===== src/rtl/fpga_hf_pkg.sv =====
// Shared constants for the ARM->FPGA configuration receiver: command codes,
// the error-clear key, major-mode encodings and the frame decoder states.
package fpga_hf_pkg;

  localparam logic [3:0] CMD_SET_CONFREG = 4'b0001;
  localparam logic [3:0] CMD_CLR_ERR     = 4'b1111;
  localparam logic [7:0] CLR_ERR_KEY     = 8'hA5;

  localparam logic [2:0] MODE_TX        = 3'b000;
  localparam logic [2:0] MODE_RX_XCORR  = 3'b001;
  localparam logic [2:0] MODE_SIMULATE  = 3'b010;
  localparam logic [2:0] MODE_ISO14443A = 3'b011;
  localparam logic [2:0] MODE_SNIFFER   = 3'b100;
  localparam logic [2:0] MODE_OFF       = 3'b111;

  typedef enum logic [1:0] {
    WAIT_HI = 2'd0,
    IDLE    = 2'd1,
    SHIFT   = 2'd2,
    COMMIT  = 2'd3
  } state_t;

endpackage


===== src/rtl/sync_edge.sv =====
// Multi-flop synchroniser for an asynchronous level, with single-cycle
// rise/fall pulses derived from the synchronised value.
module sync_edge #(
  parameter int STAGES = 2
) (
  input  logic clk,
  input  logic reset,
  input  logic din,
  output logic dout,
  output logic rise,
  output logic fall
);

  logic [STAGES-1:0] sync_q;
  logic              prev_q;

  // Resetting to 0 means a line that is already high after reset shows up
  // as a rise, never as a spurious fall.
  always_ff @(posedge clk or posedge reset) begin
    if (reset) begin
      sync_q <= '0;
      prev_q <= 1'b0;
    end else begin
      sync_q <= {sync_q[STAGES-2:0], din};
      prev_q <= sync_q[STAGES-1];
    end
  end

  assign dout = sync_q[STAGES-1];
  assign rise = dout & ~prev_q;
  assign fall = ~dout & prev_q;

endmodule


===== src/rtl/fpga_spi_confreg_bank.sv =====
// Oversampled SPI frame receiver in the pck0 domain writing a bank of
// configuration registers, with per-register update strobes and error tracking.
module fpga_spi_confreg_bank
  import fpga_hf_pkg::*;
#(
  parameter int                WORD_W      = 16,
  parameter int                CMD_W       = 4,
  parameter int                DATA_W      = 8,
  parameter int                NUM_REGS    = 4,
  parameter int                CMD_BASE    = 1,
  parameter logic [DATA_W-1:0] RST_VAL0    = DATA_W'({MODE_OFF, 5'b00000}),
  parameter int                SYNC_STAGES = 2
) (
  input  logic                       pck0,
  input  logic                       reset,
  input  logic                       spck,
  input  logic                       mosi,
  input  logic                       ncs,
  output logic [NUM_REGS*DATA_W-1:0] conf_flat,
  output logic [NUM_REGS-1:0]        conf_upd,
  output logic                       frame_err,
  output logic [7:0]                 err_cnt,
  output logic                       busy
);

  localparam int               CNT_W   = $clog2(WORD_W + 2);
  localparam logic [CNT_W-1:0] CNT_MAX = CNT_W'(WORD_W + 1);
  localparam logic [CNT_W-1:0] CNT_OK  = CNT_W'(WORD_W);
  localparam logic [CMD_W-1:0] CMD_LO  = CMD_W'(CMD_BASE);
  localparam logic [CMD_W-1:0] CMD_HI  = CMD_W'(CMD_BASE + NUM_REGS - 1);

  logic spck_rise, spck_s_unused, spck_fall_unused;
  logic ncs_s, ncs_rise, ncs_fall;
  logic [SYNC_STAGES-1:0] mosi_q;
  logic mosi_s;

  state_t state, state_nxt;
  logic [WORD_W-1:0] shift_reg;
  logic [CNT_W-1:0]  bit_cnt;
  logic [DATA_W-1:0] regs [NUM_REGS];

  logic [CMD_W-1:0]  frame_cmd, reg_idx;
  logic [DATA_W-1:0] frame_data;
  logic              reg_hit, clr_hit;

  sync_edge #(.STAGES(SYNC_STAGES)) u_spck_sync (
    .clk   (pck0),
    .reset (reset),
    .din   (spck),
    .dout  (spck_s_unused),
    .rise  (spck_rise),
    .fall  (spck_fall_unused)
  );

  sync_edge #(.STAGES(SYNC_STAGES)) u_ncs_sync (
    .clk   (pck0),
    .reset (reset),
    .din   (ncs),
    .dout  (ncs_s),
    .rise  (ncs_rise),
    .fall  (ncs_fall)
  );

  // mosi gets the same depth as spck so the sampled bit lines up with its edge.
  always_ff @(posedge pck0 or posedge reset) begin
    if (reset) mosi_q <= '0;
    else       mosi_q <= {mosi_q[SYNC_STAGES-2:0], mosi};
  end
  assign mosi_s = mosi_q[SYNC_STAGES-1];

  assign frame_cmd  = shift_reg[WORD_W-1 -: CMD_W];
  assign frame_data = shift_reg[DATA_W-1:0];
  assign reg_hit    = (frame_cmd >= CMD_LO) && (frame_cmd <= CMD_HI);
  assign reg_idx    = frame_cmd - CMD_LO;
  assign clr_hit    = (frame_cmd == CMD_W'(CMD_CLR_ERR)) &&
                      (frame_data == DATA_W'(CLR_ERR_KEY));

  generate
    if (WORD_W - CMD_W > DATA_W) begin : g_pad
      logic pad_unused;
      assign pad_unused = ^shift_reg[WORD_W-CMD_W-1:DATA_W];
    end
  endgenerate

  always_comb begin
    state_nxt = state;
    case (state)
      WAIT_HI: if (ncs_s)    state_nxt = IDLE;
      IDLE:    if (ncs_fall) state_nxt = SHIFT;
      SHIFT:   if (ncs_rise) state_nxt = COMMIT;
      COMMIT:                state_nxt = IDLE;
      default:               state_nxt = WAIT_HI;
    endcase
  end

  // A spck edge landing in the same cycle as ncs_rise is dropped, so an
  // over-clocked master still commits its first WORD_W bits.
  always_ff @(posedge pck0 or posedge reset) begin
    if (reset) begin
      state     <= WAIT_HI;
      busy      <= 1'b0;
      shift_reg <= '0;
      bit_cnt   <= '0;
      conf_upd  <= '0;
      frame_err <= 1'b0;
      err_cnt   <= 8'd0;
      for (int i = 0; i < NUM_REGS; i++) regs[i] <= (i == 0) ? RST_VAL0 : '0;
    end else begin
      state    <= state_nxt;
      busy     <= (state_nxt == SHIFT);
      conf_upd <= '0;
      case (state)
        IDLE: begin
          if (ncs_fall) begin
            shift_reg <= '0;
            bit_cnt   <= '0;
          end
        end
        SHIFT: begin
          if (spck_rise && !ncs_rise) begin
            shift_reg <= {shift_reg[WORD_W-2:0], mosi_s};
            if (bit_cnt != CNT_MAX) bit_cnt <= bit_cnt + CNT_W'(1);
          end
        end
        COMMIT: begin
          if (bit_cnt != CNT_OK) begin
            frame_err <= 1'b1;
            if (err_cnt != 8'hFF) err_cnt <= err_cnt + 8'd1;
          end else if (reg_hit) begin
            for (int i = 0; i < NUM_REGS; i++) begin
              if (reg_idx == CMD_W'(i)) begin
                regs[i]     <= frame_data;
                conf_upd[i] <= 1'b1;
              end
            end
          end else if (clr_hit) begin
            frame_err <= 1'b0;
            err_cnt   <= 8'd0;
          end
        end
        default: ;
      endcase
    end
  end

  generate
    for (genvar g = 0; g < NUM_REGS; g++) begin : g_flat
      assign conf_flat[g*DATA_W +: DATA_W] = regs[g];
    end
  endgenerate

endmodule


===== config.mk =====
export PLATFORM = sky130hd
export DESIGN_NAME = fpga_spi_confreg_bank
export DESIGN_NICKNAME = d
export VERILOG_FILES = /design/src/rtl/fpga_hf_pkg.sv /design/src/rtl/sync_edge.sv /design/src/rtl/fpga_spi_confreg_bank.sv
export SDC_FILE = /design/constraint.sdc
export NUM_CORES = 1
export LEC_CHECK = 0
export BUFFER_PORTS_ARGS = -buffer_cell sky130_fd_sc_hd__buf_2
export CAP_MARGIN = 20
export CORE_UTILIZATION = 40
export DETAILED_ROUTE_END_ITERATION = 6
export GPL_ROUTABILITY_DRIVEN = 0
export SETUP_SLACK_MARGIN = 0.02
export SLEW_MARGIN = 20
export SYNTH_ARGS = -nofsm -noshare
export SYNTH_HDL_FRONTEND = slang
export SYNTH_HIERARCHICAL = 1
export SYNTH_SLANG_ARGS = --single-unit

===== constraint.sdc =====
create_clock -name pck0 -period 2.4 [get_ports pck0]
set_input_delay 0.72 -clock pck0 [delete_from_list [all_inputs] [get_ports pck0]]
set_output_delay 0.72 -clock pck0 [all_outputs]
set_load 0.005 [all_outputs]

==> flow_summary.ini <==
[global_routing]
grtUsageMet1_pct = 21.0
grt_pass1_vias = 2063
use_met3_pct = 2.82
grtUsageMet2_pct = 24.3
grt_usage_pct = 15.7
antenna_found_initial = 0
overflow = 0
grt_max_degree = 34
busiest_layer = met2
grt_pass1_wl_um = 10200

[die]
die_area_um2 = 8450
start_util_pct = 41.6
core_area_um2 = 7770
ios = 51
die_h_um = 91.9
die_w_um = 91.9
rows = 32

[placement]
portBuffers = 50
dp_hpwl_um = 4240
place_inst = 418

[clock_network]
cts_root_buffer = clkbuf_8
post_cts_resized = 0
cts_tree = yes
clock_sinks = 77
clock_latency_ps = 350
post-cts-setup-buffers = 0
cts-htree-levels = 3
cts_hold_buf = 0
cts-buffers-inserted = 9
clkTransAtPathRegs_ps = 80
clockBufferDepth = 2

[power_and_ir_drop]
peakVddDrop_mv = 0.260
total_power_w = 0.00291
p_per_area_nw_per_um2 = 756
p_leak_nw = 1.93
p_int_w = 0.00206
switching_power_w = 0.000841
clkPwrFrac_pct = 34.7
switching_share_pct = 28.9
pwr-share-comb_pct = 15.6
seqPwrFrac_pct = 49.7

[detailed_routing]
first_iter_violations = 101
totalWireLength_um = 6070
post-route-drc-count = 0
firstDrtPassIters = 4
routed-via-count = 2193
ant_nets = 0
wire_per_inst_um = 14.0
via_per_inst = 5.05

[critical_path]
crit_type = register to register
cp_max_fo = 9
worstPathRequired_ps = 2630
crit_path_start_kind = register
crit_buf_inv = 1
cp_slowest_cell = or4_4
crit_arrival_ps = 2330
cp_top_family = simple AND/OR/NAND/NOR gates
crit_path_cell_trace = inv_1, ha_1, and4bb_1, nand3_2, or4_4, mux2_4
end_kind = register
slowest_delay_ps = 610

[layout]
fillerInstances = 746
layout.cells.non_filler = 434
mostFrequentLayoutCells = 74 x dfrtp_1, 50 x buf_2, 40 x nand2_1
final_common_cell = dfrtp_1
final_nets = 336
largest_reg_flops = 32
area_growth_pct = 18.8
final_layout_size_suffix_gt1_share_pct = 36.7
antenna_cells = 0
utilization_pct = 49.5

[sta]
setup_violations = 0
max_slew_margin_pct = 60.2
fin_setup_tns_ps = 0
max_clock_freq_mhz = 475
hold-worst-slack_ps = 258
fin_crit_sh_pct = 87.7
hold_viol = 0
skew_ps = 11.1
tightest_slew_ps = 596
grt_setup_unrepaired = no
slew_violations = 0
fin_crit_ps = 2100

[yosys]
syn-cell-area_um2 = 3230
synth_warnings = 6
syn_nets = 278
syn_avg_cell_area_um2 = 12.0
syn_inst = 269

[run_status]
status = finished clean

[hold_path]
min_path_type = input pin to async pin

[run]
drv_cap = 0
==> area by class of cell <==
type                       count  area, um2  area share, %
inverter                      11       45.0           1.17
timing repair buffer          60        338           8.79
clock inverter                 6       68.8           1.79
sequential                    77       1930           50.2
multi-input combinational    168       1200           31.1
clock buffer                  10        138           3.58
tap                          102        128           3.32
==> through the flow <==
step | setup WS [ps] | area (um2)
3_5_place_dp | 303 | 3640
4_1_cts | 290 | 3840
3_3_place_gp | 339 | 3640
2_1_floorplan | 387 | 3240
5_1_grt | 187 | 3840
6_report | 295 | 3840
==> final timing paths <==
check	end	start	cells past startpoint	slack (ps)
max	conf_flat[31]	bit_cnt[0]	6	300
min	u_spck_sync/sync_q[0]	reset	2	260
max reg2reg	conf_flat[31]	bit_cnt[0]	6	300
min reg2reg	u_spck_sync/sync_q[1]	u_spck_sync/sync_q[0]	0	360
max in group asynchronous	shift_reg[15]	reset	3	1410
min in group pck0	u_spck_sync/sync_q[1]	u_spck_sync/sync_q[0]	0	360
==> power groups by stage <==
stage / logic, W / registers, W / clock network (W)
final: 0.000454 / 0.00144 / 0.00101
after global routing: 0.000505 / 0.00146 / 0.00108
after CTS: 0.000462 / 0.00144 / 0.00103
after detailed placement: 0.000460 / 0.00147 / 0
after global placement: 0.000448 / 0.00147 / 0
after floorplan: 0.000332 / 0.00145 / 0
==> metal layers <==
| layer | vias up | wire length, um |
|---|---|---|
| met3 | 10 | 162 |
| met4 | 0 | 127 |
| li1 | 1051 | - |
| met5 | - | 0 |
| met1 | 1101 | 2970 |
| met2 | 31 | 2810 |
==> worst reg2reg max path: stages (launching register included) <==
cell and delay (ps):
dfrtp_1 420, inv_1 110, ha_1 170, and4bb_1 260
nand3_2 110, or4_4 610, mux2_4 330
(Power assumes the default switching activity.)
